**config.mk**
```make
export PLATFORM = sky130hd
export DESIGN_NAME = fifo_rd_sched
export DESIGN_NICKNAME = d
export VERILOG_FILES = /design/src/rtl/fifo_rd_sched.sv
export SDC_FILE = /design/constraint.sdc
export NUM_CORES = 1
export LEC_CHECK = 0
export BUFFER_PORTS_ARGS = -buffer_cell sky130_fd_sc_hd__buf_2
export CAP_MARGIN = 10
export CORE_ASPECT_RATIO = 1.75
export CORE_MARGIN = 2
export CORE_UTILIZATION = 43
export DETAILED_ROUTE_END_ITERATION = 7
export GPL_TIMING_DRIVEN = 0
export PLACE_DENSITY = 0.82
export SYNTH_ARGS = -nofsm -noshare
export SYNTH_HDL_FRONTEND = slang
export SYNTH_SLANG_ARGS = --single-unit
```
**constraint.sdc**
```tcl
create_clock -name RDCLK -period 2.85 [get_ports RDCLK]
set_input_delay 0.57 -clock RDCLK [delete_from_list [all_inputs] [get_ports RDCLK]]
set_output_delay 0.57 -clock RDCLK [all_outputs]
set_load 0.005 [all_outputs]
```
**src/rtl/fifo_rd_sched.sv**
```systemverilog
`timescale 1ns/1ps
// fifo_rd_sched
//   Read-side scheduler for a FIFO with an optional output register.
//   Arbitrates NREQ requesters round-robin. A grant runs a burst of up to
//   BURST_MAX reads, then drains the read pipeline before the next grant.
//   Returned data is tagged with the index of the requester that owns it.
//
// Ports
//   RDCLK    in   read clock, all state updates on its rising edge
//   RST      in   asynchronous active-low reset
//   req      in   per-requester read request (level)
//   EMPTY    in   FIFO empty flag
//   RDERR    in   FIFO read-error flag
//   DO       in   FIFO data output {DOP, DO}
//   RDEN     out  FIFO read enable
//   REGCE    out  FIFO output-register clock enable
//   gnt      out  one-hot grant (registered)
//   rd_valid out  rd_data / rd_tag valid
//   rd_data  out  FIFO data passed through
//   rd_tag   out  requester index owning rd_data
//   busy     out  scheduler not idle
//   err_cnt  out  saturating count of RDERR cycles
module fifo_rd_sched #(
    parameter int NREQ      = 4,
    parameter int DO_REG    = 1,
    parameter int BURST_MAX = 8
) (
    input  logic            RDCLK,
    input  logic            RST,
    input  logic [NREQ-1:0] req,
    input  logic            EMPTY,
    input  logic            RDERR,
    input  logic [35:0]     DO,
    output logic            RDEN,
    output logic            REGCE,
    output logic [NREQ-1:0] gnt,
    output logic            rd_valid,
    output logic [35:0]     rd_data,
    output logic [1:0]      rd_tag,
    output logic            busy,
    output logic [7:0]      err_cnt
);

    localparam int          DEPTH   = (DO_REG != 0) ? 2 : 1;
    localparam logic [4:0]  LP_BMAX = 5'(BURST_MAX);
    localparam logic [1:0]  LP_LAST = 2'(NREQ - 1);

    typedef enum logic [1:0] {
        ST_IDLE  = 2'd0,
        ST_BURST = 2'd1,
        ST_DRAIN = 2'd2
    } state_t;

    state_t            r_state;
    state_t            w_state_nxt;

    logic [1:0]        r_cur;
    logic [1:0]        r_rr_ptr;
    logic [3:0]        r_cnt;
    logic [NREQ-1:0]   r_gnt;
    logic [7:0]        r_err_cnt;

    logic [DEPTH-1:0]  r_pv;
    logic [1:0]        r_pt [DEPTH];

    logic              w_start;
    logic              w_pick_ok;
    logic [1:0]        w_pick;
    int unsigned       w_k;
    logic [4:0]        w_cnt_sum;
    logic              w_cnt_lt;
    logic              w_burst_done;
    logic              w_pending;
    logic [1:0]        w_rr_nxt;

    // Round-robin pick: first set request at or after r_rr_ptr, wrapping.
    always_comb begin
        w_pick_ok = 1'b0;
        w_pick    = '0;
        w_k       = 0;
        for (int unsigned i = 0; i < NREQ; i++) begin
            w_k = (32'(r_rr_ptr) + i) % NREQ;
            if (!w_pick_ok && req[w_k]) begin
                w_pick_ok = 1'b1;
                w_pick    = w_k[1:0];
            end
        end
    end

    assign w_start      = w_pick_ok && !EMPTY;
    assign w_cnt_lt     = ({1'b0, r_cnt} < LP_BMAX);
    assign w_cnt_sum    = {1'b0, r_cnt} + {4'd0, RDEN};
    assign w_burst_done = !req[r_cur] || EMPTY || (w_cnt_sum == LP_BMAX);
    assign w_pending    = |r_pv;
    assign w_rr_nxt     = (r_cur == LP_LAST) ? 2'd0 : r_cur + 2'd1;

    // State register
    always_ff @(posedge RDCLK or negedge RST) begin
        if (!RST) begin
            r_state <= ST_IDLE;
        end else begin
            r_state <= w_state_nxt;
        end
    end

    // Next-state logic
    always_comb begin
        w_state_nxt = r_state;
        unique case (r_state)
            ST_IDLE:  if (w_start)      w_state_nxt = ST_BURST;
            ST_BURST: if (w_burst_done) w_state_nxt = ST_DRAIN;
            ST_DRAIN: if (!w_pending)   w_state_nxt = ST_IDLE;
            default:                    w_state_nxt = ST_IDLE;
        endcase
    end

    // Output logic
    always_comb begin
        RDEN = 1'b0;
        busy = (r_state != ST_IDLE);
        if (r_state == ST_BURST) begin
            RDEN = req[r_cur] && !EMPTY && w_cnt_lt;
        end
    end

    // Grant / burst bookkeeping
    always_ff @(posedge RDCLK or negedge RST) begin
        if (!RST) begin
            r_cur    <= '0;
            r_gnt    <= '0;
            r_cnt    <= '0;
            r_rr_ptr <= '0;
        end else begin
            unique case (r_state)
                ST_IDLE: begin
                    if (w_start) begin
                        r_cur <= w_pick;
                        r_gnt <= NREQ'(1) << w_pick;
                        r_cnt <= '0;
                    end
                end
                ST_BURST: begin
                    if (RDEN) begin
                        r_cnt <= r_cnt + 4'd1;
                    end
                end
                ST_DRAIN: begin
                    if (!w_pending) begin
                        r_gnt    <= '0;
                        r_rr_ptr <= w_rr_nxt;
                    end
                end
                default: ;
            endcase
        end
    end

    // Read pipeline: (valid, tag) pairs, one stage per cycle of FIFO latency.
    always_ff @(posedge RDCLK or negedge RST) begin
        if (!RST) begin
            r_pv <= '0;
            for (int unsigned i = 0; i < DEPTH; i++) begin
                r_pt[i] <= '0;
            end
        end else begin
            r_pv[0] <= RDEN;
            r_pt[0] <= r_cur;
            for (int unsigned i = 1; i < DEPTH; i++) begin
                r_pv[i] <= r_pv[i-1];
                r_pt[i] <= r_pt[i-1];
            end
        end
    end

    // Output register is clocked exactly when the latch stage holds a read.
    generate
        if (DO_REG != 0) begin : g_regce
            assign REGCE = r_pv[0];
        end else begin : g_noreg
            assign REGCE = 1'b1;
        end
    endgenerate

    // Saturating read-error counter
    always_ff @(posedge RDCLK or negedge RST) begin
        if (!RST) begin
            r_err_cnt <= '0;
        end else if (RDERR && (r_err_cnt != 8'hFF)) begin
            r_err_cnt <= r_err_cnt + 8'd1;
        end
    end

    assign gnt      = r_gnt;
    assign rd_valid = r_pv[DEPTH-1];
    assign rd_tag   = r_pt[DEPTH-1];
    assign rd_data  = DO;
    assign err_cnt  = r_err_cnt;

endmodule

```
==> results of run 1 <==
==> registers in the layout, indices dropped and copies added, names as in the netlist <==
signal    flops
err_cnt       8
r_rr_ptr      2
rd_tag        2
gnt           4
r_cnt         4
r_pv          2
r_pt          2
r_cur         2
r_state       2
==> stage by stage <==
stage	setup slack [ns]	total power [W]	hold WS [ns]	area, sq um
floorplan	0.5268	0.001030	0.2744	1584
global placement	0.2844	0.001229	0.3327	1947
detailed placement	0.2002	0.001250	0.3347	1947
CTS	0.4408	0.001500	0.3334	2002
global route	0.3657	0.001589	0.3486	2002
finish	0.4434	0.001477	0.3031	2002
==> worst max-delay path: stages, from the launching register on <==
cell	delay, ns
dfrtp_1	0.42
mux4_2	0.55
and4b_1	0.20
buf_6	0.13
ha_1	0.20
ha_1	0.19
nor2_1	0.08
a32oi_1	0.06
o31ai_1	0.34
o2bb2ai_1	0.15
==> worst max-delay path by stage <==
stage / from / to / cells after the start
after global routing: r_cur[1] / r_state[1] / 9
after global placement: req[3] / r_state[1] / 10
after floorplan: req[3] / r_state[1] / 9
after detailed placement: req[3] / r_state[1] / 10
final: r_cur[1] / r_state[1] / 9
after CTS: r_cur[1] / r_state[1] / 9
==> final cells by class <==
| type | count | area (sq um) |
|---|---|---|
| plain buffers | 42 | 311.5 |
| clock buffers | 4 | 55.05 |
| fillers | 370 | 1590 |
| inverters | 3 | 11.26 |
| multi-input cells | 80 | 560.5 |
| flip-flops and latches | 28 | 700.7 |
| well taps | 46 | 57.56 |
| repair buffers | 61 | 305.3 |
==> where the power goes <==
group	leakage [nW]	switching (W)	internal, W
sequential	0.361	0.000138	0.000545
clock	0.0288	0.000119	0.000124
combinational	0.719	0.000249	0.000303
==> routing by layer <==
metal	track usage	wire [um]	vias to the layer above
li1	-	-	616
met1	0.1653	1218	578
met2	0.2691	1581	72
met3	0.02491	313	6
met4	0.08333	69	0
met5	0	0	-
==> cell usage after synthesis (3+ instances only) <==
library cell  count  area share
buf_2             3      0.0095
o21ai_1           3      0.0095
inv_1             3      0.0071
nand3_1           7       0.022
dfrtp_1          28        0.44
xor2_1            6       0.033
ha_1              5       0.039
nor2_1            8       0.019
nor2b_1           4       0.016
buf_4            38        0.18
nand2_1          10       0.024
o31ai_1           6       0.028
==> cells by family after synthesis <==
group	Yosys count	synth area share
xor gates and xnor gates	7	0.03871
DFF	28	0.4423
buffers and inverters	45	0.2038
adders and majority gates	5	0.03949
muxes	5	0.04344
and+or+nand+nor	41	0.1319
AOI/OAI and AO/OA	22	0.1003
==> run_results.csv, run 1 <==
group,metric,value,unit
logic_synthesis,postSynth.asyncResetShare,1.000,
die,die_h,84.29,um
cts,cts_made_buffers,3,
global_routing,grt_pass1_vias,1167,
critical_path,cp.arrival,2.61,ns
power_and_ir_drop,p_per_area,737.9,nW/um^2
global_routing,grt_max_degree,29,
cts,cts_setup_buffers,0,
critical_path,start_kind,"register",
logic_synthesis,netlist_instances,153,
drt,drt-initial-drc-count,21,
critical_path,critPathKind,"reg2reg",
worst_hold_path,hp-class,"in2async",
logic_synthesis,yosys_register_bits,28,
timing,relSlewSlack,0.5838,
logic_synthesis,yosys_warnings,0,
cells_and_area,fin_cells,264,
cts,clockRootBuffer,"clkbuf_8",
cells_and_area,drive_gt1_frac,0.5183,
status,status,"finished, final reports clean",
place,gp_congestion,0.7836,
timing,rsz0062_at_grt,"no",
timing,finalSetupViolCount,0,
run,maxCapViolations,0,
cells_and_area,final_common_cell,"buf_2",
critical_path,cp.required,3.05,ns
die,initial_utilization,0.4410,
timing,period_share,0.8444,
drt,drc_errors,0,
die,coreArea,3592,sq um
critical_path,rr_worst_depth,9,
drt,dr.pass1.iters,4,
critical_path,rrSetupSlack,0.44,ns
drt,drtAntennaViolNets,0,
critical_path,r2r-end,"r_state[1]",
timing,max_slew.worst_pin.slew,0.6243,ns
die,dieArea,4204,sq um
cells_and_area,post-route-util,0.5573,
cells_and_area,nets,268,
global_routing,antenna_found_initial,0,
critical_path,end_kind,"register",
cells_and_area,diodes,0,
cells_and_area,most-common-layout-cells,"buf_2, buf_4, dfrtp_1",
power_and_ir_drop,leakage,1.109,nW
logic_synthesis,avgSynthCellArea,10.35,sq um
cts,path_clk_slew,0.09,ns
cts,cts-htree-levels,1,
die,rows,29,
timing,fmax,415.5,MHz
cells_and_area,area_growth,26.38,%
cts,clk_latency,0.27,ns
die,die_w,49.88,um
logic_synthesis,synth_edf_count,0,
global_routing,grt_remaining_overflow,0,
logic_synthesis,synth-main-ff-cell,"dfrtp_1",
timing,fin_skew,0.002569,ns
drt,wl_per_cell,12.06,um
cts,cts_tree,"yes",
place,dp_hpwl,2541,um
global_routing,grt_pass1_wl,5002,um
cts,post_cts_resized,0,
timing,tns,0,ns
global_routing,track_usage,0.1511,
drt,via_per_inst,4.818,
logic_synthesis,synth.distinct_cells,39,
timing,hold_viol_final,0,
critical_path,r2r_start,"r_cur[1]",
cts,postCtsHoldBufs,0,
place,port-buffer-count,61,
drt,drt_wl_total,3183,um
timing,finalMaxSlewViolations,0,
place,dpl.cell_count,260,
cts,cts.path.max_buffers,2,
drt,vias,1272,
critical_path,worstPathMaxFanout,7,
logic_synthesis,synth-seq-area-share,0.4423,
logic_synthesis,syn_nets,202,
timing,period_needed,2.407,ns
die,ios,98,
power_and_ir_drop,vdd_drop_max,0.4185,mV
cts,cts_sinks,28,
logic_synthesis,synth_area,1584,sq um
Note: power is estimated with default switching activity, not from simulation.
==> run 2: changes to the inputs <==
--- a/config.mk
+++ b/config.mk
@@ -5,11 +5,12 @@
 export SDC_FILE = /design/constraint.sdc
 export NUM_CORES = 1
 export LEC_CHECK = 0
+export ABC_AREA = 1
 export BUFFER_PORTS_ARGS = -buffer_cell sky130_fd_sc_hd__buf_2
 export CAP_MARGIN = 10
 export CORE_ASPECT_RATIO = 1.75
 export CORE_MARGIN = 2
-export CORE_UTILIZATION = 43
+export CORE_UTILIZATION = 45
 export DETAILED_ROUTE_END_ITERATION = 7
 export GPL_TIMING_DRIVEN = 0
 export PLACE_DENSITY = 0.82
==> constraint.sdc (replaced) <==
create_clock -name RDCLK -period 2.3 [get_ports RDCLK]
set_input_delay 0.46 -clock RDCLK [delete_from_list [all_inputs] [get_ports RDCLK]]
set_output_delay 0.46 -clock RDCLK [all_outputs]
set_load 0.005 [all_outputs]
==> run_results.csv, run 2 <==
group,metric,value,unit
power_and_ir_drop,intPower,0.001453,W
critical_path,critPathKind,"reg2reg",
timing,finalSetupViolCount,0,
logic_synthesis,synth-main-ff-cell,"dfrtp_1",
global_routing,grt_max_degree,29,
drt,via_per_inst,4.767,
global_routing,track_usage,0.1591,
timing,period_needed,2.116,ns
timing,fin_skew,0.002631,ns
logic_synthesis,postSynth.asyncResetShare,1.000,
critical_path,end_kind,"register",
power_and_ir_drop,p_per_area,1096,nW/um^2
critical_path,cp.required,2.49,ns
logic_synthesis,synthXorXnorAreaFrac,0.03786,
place,gp_congestion,0.8234,
logic_synthesis,syn_nets,275,
cts,path_clk_slew,0.09,ns
power_and_ir_drop,power.share.clock,0.155,
logic_synthesis,synth_commonest_cells,"nand2_1, buf_4, dfrtp_1",
die,dieArea,4661,sq um
cells_and_area,drive_gt1_frac,0.4570,
drt,drt_wl_total,3736,um
status,status,"finished, final reports clean",
die,ios,98,
timing,fmax,472.7,MHz
logic_synthesis,synth.distinct_cells,25,
place,port-buffer-count,61,
global_routing,antenna_found_initial,0,
die,coreArea,3904,sq um
run,maxCapViolations,0,
timing,finalMaxSlewViolations,0,
timing,hold_viol_final,0,
critical_path,cp.arrival,2.30,ns
drt,drt-initial-drc-count,28,
critical_path,r2r-end,"r_state[1]",
drt,vias,1616,
logic_synthesis,synth.most_common_cell,"nand2_1",
critical_path,r2r_start,"r_cur[0]",
logic_synthesis,synthAdderAreaFrac,0.03381,
timing,relSlewSlack,0.5919,
logic_synthesis,synth.mux.area_fraction,0.006085,
drt,drtAntennaViolNets,0,
timing,tns,0,ns
cts,cts_sinks,28,
logic_synthesis,synth_top_family_by_area,"simple AND/OR/NAND/NOR gates",
critical_path,setup.worst_path.start,"r_cur[0]",
logic_synthesis,yosys_register_bits,28,
cells_and_area,most-common-layout-cells,"buf_2, nand2_1, buf_4",
power_and_ir_drop,vdd_drop_max,0.5085,mV
logic_synthesis,synth_area_leaders,"dfrtp_1, buf_4, nand2_1",
logic_synthesis,yosys.area.top_type,"dfrtp_1",
drt,drc_errors,0,
logic_synthesis,synth-simple-area-share,0.2792,
global_routing,grt_pass1_wl,5602,um
cts,postCtsHoldBufs,0,
power_and_ir_drop,p_sw_frac,0.4228,
power_and_ir_drop,seqPwrFrac,0.339,
timing,whs,0.1797,ns
cts,cts.path.max_buffers,2,
power_and_ir_drop,p_sw,0.001064,W
cells_and_area,diodes,0,
logic_synthesis,synth_area,1851,sq um
global_routing,grt_pass1_vias,1423,
cells_and_area,final_common_cell,"buf_2",
drt,wl_per_cell,11.02,um
cells_and_area,largest_reg_flops,8,
power_and_ir_drop,combPwrFrac,0.506,
die,rows,30,
critical_path,worstPathMaxFanout,8,
cts,cts_made_buffers,3,
die,die_h,88.83,um
cts,cts_setup_buffers,0,
logic_synthesis,synth_top_cell_area_share,0.3786,
cells_and_area,post-route-util,0.5881,
place,placed_area,2216,sq um
cts,cts-htree-levels,1,
die,die_w,52.48,um
critical_path,rr_worst_depth,13,
critical_path,start_kind,"register",
worst_hold_path,hp-class,"in2async",
drt,dr.pass1.iters,4,
cells_and_area,fin_cells,339,
cells_and_area,area_growth,24.07,%
cts,cts_tree,"yes",
critical_path,worstSetupEndpoint,"r_state[1]",
critical_path,rrSetupSlack,0.18,ns
logic_synthesis,synth_edf_count,0,
cells_and_area,nets,341,
die,initial_utilization,0.4740,
logic_synthesis,synth-seq-area-share,0.3786,
logic_synthesis,netlist_instances,226,
logic_synthesis,yosys_warnings,0,
timing,max_slew.worst_pin.slew,0.6122,ns
logic_synthesis,synth_compound_area_frac,0.05747,
logic_synthesis,avgSynthCellArea,8.188,sq um
place,dpl.cell_count,335,
global_routing,grt_remaining_overflow,0,
cells_and_area,postLayoutCellArea,2296,sq um
cts,clockRootBuffer,"clkbuf_8",
place,dp_hpwl,3043,um
timing,rsz0062_at_grt,"no",
cts,clk_latency,0.28,ns
timing,period_share,0.9198,
power_and_ir_drop,leakage,1.323,nW
## run 2: worst max-delay path: stages (launching register included)
cell     delay, ns
dfrtp_2       0.47
a21oi_1       0.15
o21ai_0       0.10
nand2_1       0.07
nand3_1       0.13
nor2_4        0.19
ha_1          0.20
ha_1          0.16
nand3_1       0.07
o21ai_0       0.08
nand2_1       0.06
a21oi_1       0.15
o21ai_0       0.11
o31ai_1       0.09
## run 2: cell type report
type | count | area (sq um)
plain buffers | 40 | 307.8
clock buffers | 3 | 41.29
clock inverters | 1 | 30.03
fillers | 378 | 1608
inverters | 20 | 75.07
multi-input cells | 138 | 774.5
flip-flops and latches | 28 | 701.9
well taps | 48 | 60.06
repair buffers | 61 | 305.3
## run 2: timing repair
item,4_1_cts,5_1_grt
endpoints found under the setup margin,1,1
resized for setup,1,2
pin swaps,0,0
## run 2: through the flow
| step | power [W] | setup slack, ns |
|---|---|---|
| after CTS | 0.002537 | 0.09731 |
| after global placement | 0.002097 | -0.03004 |
| final | 0.002517 | 0.1844 |
| after floorplan | 0.001775 | 0.2929 |
| after global routing | 0.002739 | 0.03008 |
| after detailed placement | 0.002141 | -0.1068 |
## run 2: power by group through the flow
stage	Sequential [W]	Combinational [W]	Clock [W]
floorplan	0.000841	0.000933	0
global placement	0.000854	0.00124	0
CTS	0.000852	0.00129	0.000397
finish	0.000854	0.00127	0.000390
detailed placement	0.000862	0.00128	0
global route	0.000884	0.00144	0.000416
## run 2: kinds of logic after synthesis
kind of cell / count (synthesis)
adder cells (fa/ha/maj): 5
flip-flops: 28
AND/OR/NAND/NOR: 106
multiplexers: 1
XOR/XNOR: 8
buffers and inverters: 60
AO/OA/AOI/OAI: 18
## run 2: worst min-delay path by stage
stage	end	slack [ns]	depth (start not counted)
after floorplan	err_cnt[0]	0.16	0
after global placement	rd_tag[0]	0.33	0
after detailed placement	rd_tag[1]	0.34	0
after CTS	r_state[0]	0.21	1
after global routing	rd_tag[0]	0.22	1
final	r_pv[0]	0.18	1
## run 2: routing by layer
| metal | vias up | wire, um | GRT usage |
|---|---|---|---|
| met4 | 0 | 108 | 0.08858 |
| met3 | 8 | 295 | 0.01689 |
| li1 | 804 | - | - |
| met5 | - | 0 | 0 |
| met2 | 74 | 2096 | 0.3205 |
| met1 | 730 | 1235 | 0.1436 |
==> run 3: changes to the inputs <==
--- a/config.mk
+++ b/config.mk
@@ -9,7 +9,7 @@
 export BUFFER_PORTS_ARGS = -buffer_cell sky130_fd_sc_hd__buf_2
 export CAP_MARGIN = 10
 export CORE_ASPECT_RATIO = 1.75
-export CORE_MARGIN = 2
+export CORE_MARGIN = 5
 export CORE_UTILIZATION = 45
 export DETAILED_ROUTE_END_ITERATION = 7
 export GPL_TIMING_DRIVEN = 0
==> constraint.sdc (replaced) <==
create_clock -name RDCLK -period 2.05 [get_ports RDCLK]
set_input_delay 0.41 -clock RDCLK [delete_from_list [all_inputs] [get_ports RDCLK]]
set_output_delay 0.41 -clock RDCLK [all_outputs]
set_load 0.005 [all_outputs]
==> run_results.csv, run 3 (synthesis gave the netlist of run 2 again) <==
group,metric,value,unit
die,initial_utilization,0.4544,
timing,max_slew.worst_pin.slew,0.6313,ns
power_and_ir_drop,leakage,1.346,nW
timing,finalSetupViolCount,0,
drt,drt-initial-drc-count,42,
global_routing,grt_pass1_vias,1573,
critical_path,critPathKind,"reg2out",
place,dp_hpwl,3247,um
drt,vias,1658,
status,status,"finished, final reports clean",
worst_hold_path,hp-class,"in2async",
place,placed_area,2217,sq um
place,port-buffer-count,61,
cts,cts_made_buffers,3,
cells_and_area,nets,347,
die,ios,98,
cells_and_area,diodes,0,
cells_and_area,largest_reg_flops,8,
cts,path_clk_slew,0.09,ns
timing,setup_ws,0.1247,ns
die,rows,31,
critical_path,cp.arrival,1.52,ns
drt,via_per_inst,4.792,
drt,drtAntennaViolNets,0,
cts,postCtsHoldBufs,0,
timing,hold_viol_final,0,
power_and_ir_drop,vdd_drop_max,0.6206,mV
cts,clk_latency,0.27,ns
die,die_w,58.48,um
critical_path,worstPathMaxFanout,5,
cts,cts-htree-levels,1,
critical_path,end_kind,"output port",
cts,cts_sinks,28,
drt,highest_layer,"met4",
cts,clockRootBuffer,"clkbuf_8",
cells_and_area,most-common-layout-cells,"buf_2, nand2_1, buf_4",
drt,drc_errors,0,
global_routing,grt_max_degree,29,
die,dieArea,5545,sq um
power_and_ir_drop,p_per_area,1231,nW/um^2
die,coreArea,4073,sq um
global_routing,antenna_found_initial,0,
critical_path,start_kind,"register",
run,maxCapViolations,0,
drt,drt_wl_total,4048,um
cells_and_area,final_common_cell,"buf_2",
place,post-place-ws,-0.2934,ns
drt,wl_met3,390,um
cts,cts_tree,"yes",
drt,dr.pass1.iters,4,
timing,period_needed,1.925,ns
cts,cts.path.max_buffers,2,
cells_and_area,fill_cells,388,
timing,fin_skew,0.003182,ns
global_routing,grt_remaining_overflow,0,
cells_and_area,postLayoutCellArea,2370,sq um
timing,period_share,0.9392,
drt,wl_met2,2267,um
critical_path,setup.worst_path.start,"r_cur[0]",
timing,relSlewSlack,0.5791,
timing,finalMaxSlewViolations,0,
timing,fmax,519.4,MHz
drt,wl_met1,1331,um
drt,wl_per_cell,11.70,um
critical_path,rrSetupSlack,0.14,ns
cells_and_area,final-seq-area,703.2,sq um
cells_and_area,multi_input_area,800.8,sq um
global_routing,track_usage,0.1474,
die,die_h,94.83,um
cells_and_area,drive_gt1_frac,0.4882,
place,gp_congestion,0.7955,
critical_path,cp.required,1.64,ns
critical_path,r2r_start,"r_cur[0]",
timing,tns,0,ns
cells_and_area,area_growth,28.06,%
global_routing,grt_pass1_wl,6499,um
run 3: stage by stage:
stage	instances	hold slack (ns)	util	total power (W)
after floorplan	226	0.1144	-	0.001991
after global placement	336	0.3341	0.5444	0.002366
after detailed placement	336	0.3396	0.5444	0.002410
after CTS	343	0.1616	0.5705	0.002892
after global routing	346	0.1990	0.5819	0.003176
final	346	0.1458	0.5819	0.002916
run 3: where the power goes:
part	internal, W	switching (W)
Combinational	0.000659	0.000871
Sequential	0.000767	0.000189
Clock	0.000261	0.000169
run 3: area by class of cell:
type / count / area share
timing repair buffer: 67 / 0.1478
inverter: 20 / 0.03168
clock buffer: 3 / 0.01742
multi-input combinational: 138 / 0.3379
buffer: 40 / 0.1299
tap: 49 / 0.02587
sequential: 28 / 0.2967
clock inverter: 1 / 0.01267
run 3: critical path: stages, from the launching register on:
cell,delay [ns]
dfrtp_2,0.44
a21oi_1,0.14
o21ai_0,0.09
nand2_1,0.08
nand3_2,0.10
nor2_4,0.13
buf_4,0.14
buf_2,0.11
run 3: final timing paths:
kind,endpoint,cells past startpoint
worst max-delay path,RDEN,7
worst min-delay path,r_pv[1],1
worst max register to register,r_state[1],12
worst min register to register,rd_tag[0],0
max in group asynchronous,r_cur[1],1
min in group RDCLK,rd_tag[0],0
run 3: repair_timing:
| item | CTS | global route |
|---|---|---|
| gates resized for setup | 5 | 7 |
| pin swaps | 1 | 2 |
| setup buffers | 3 | 3 |
| cloned | 0 | 0 |
| setup endpoints to repair | 3 | 3 |
run 3: layer usage:
metal  GRT usage  vias up
met5           0        -
met4     0.06190        0
met3     0.02326        4
met2      0.2817       69
met1      0.1520      765
li1            -      820
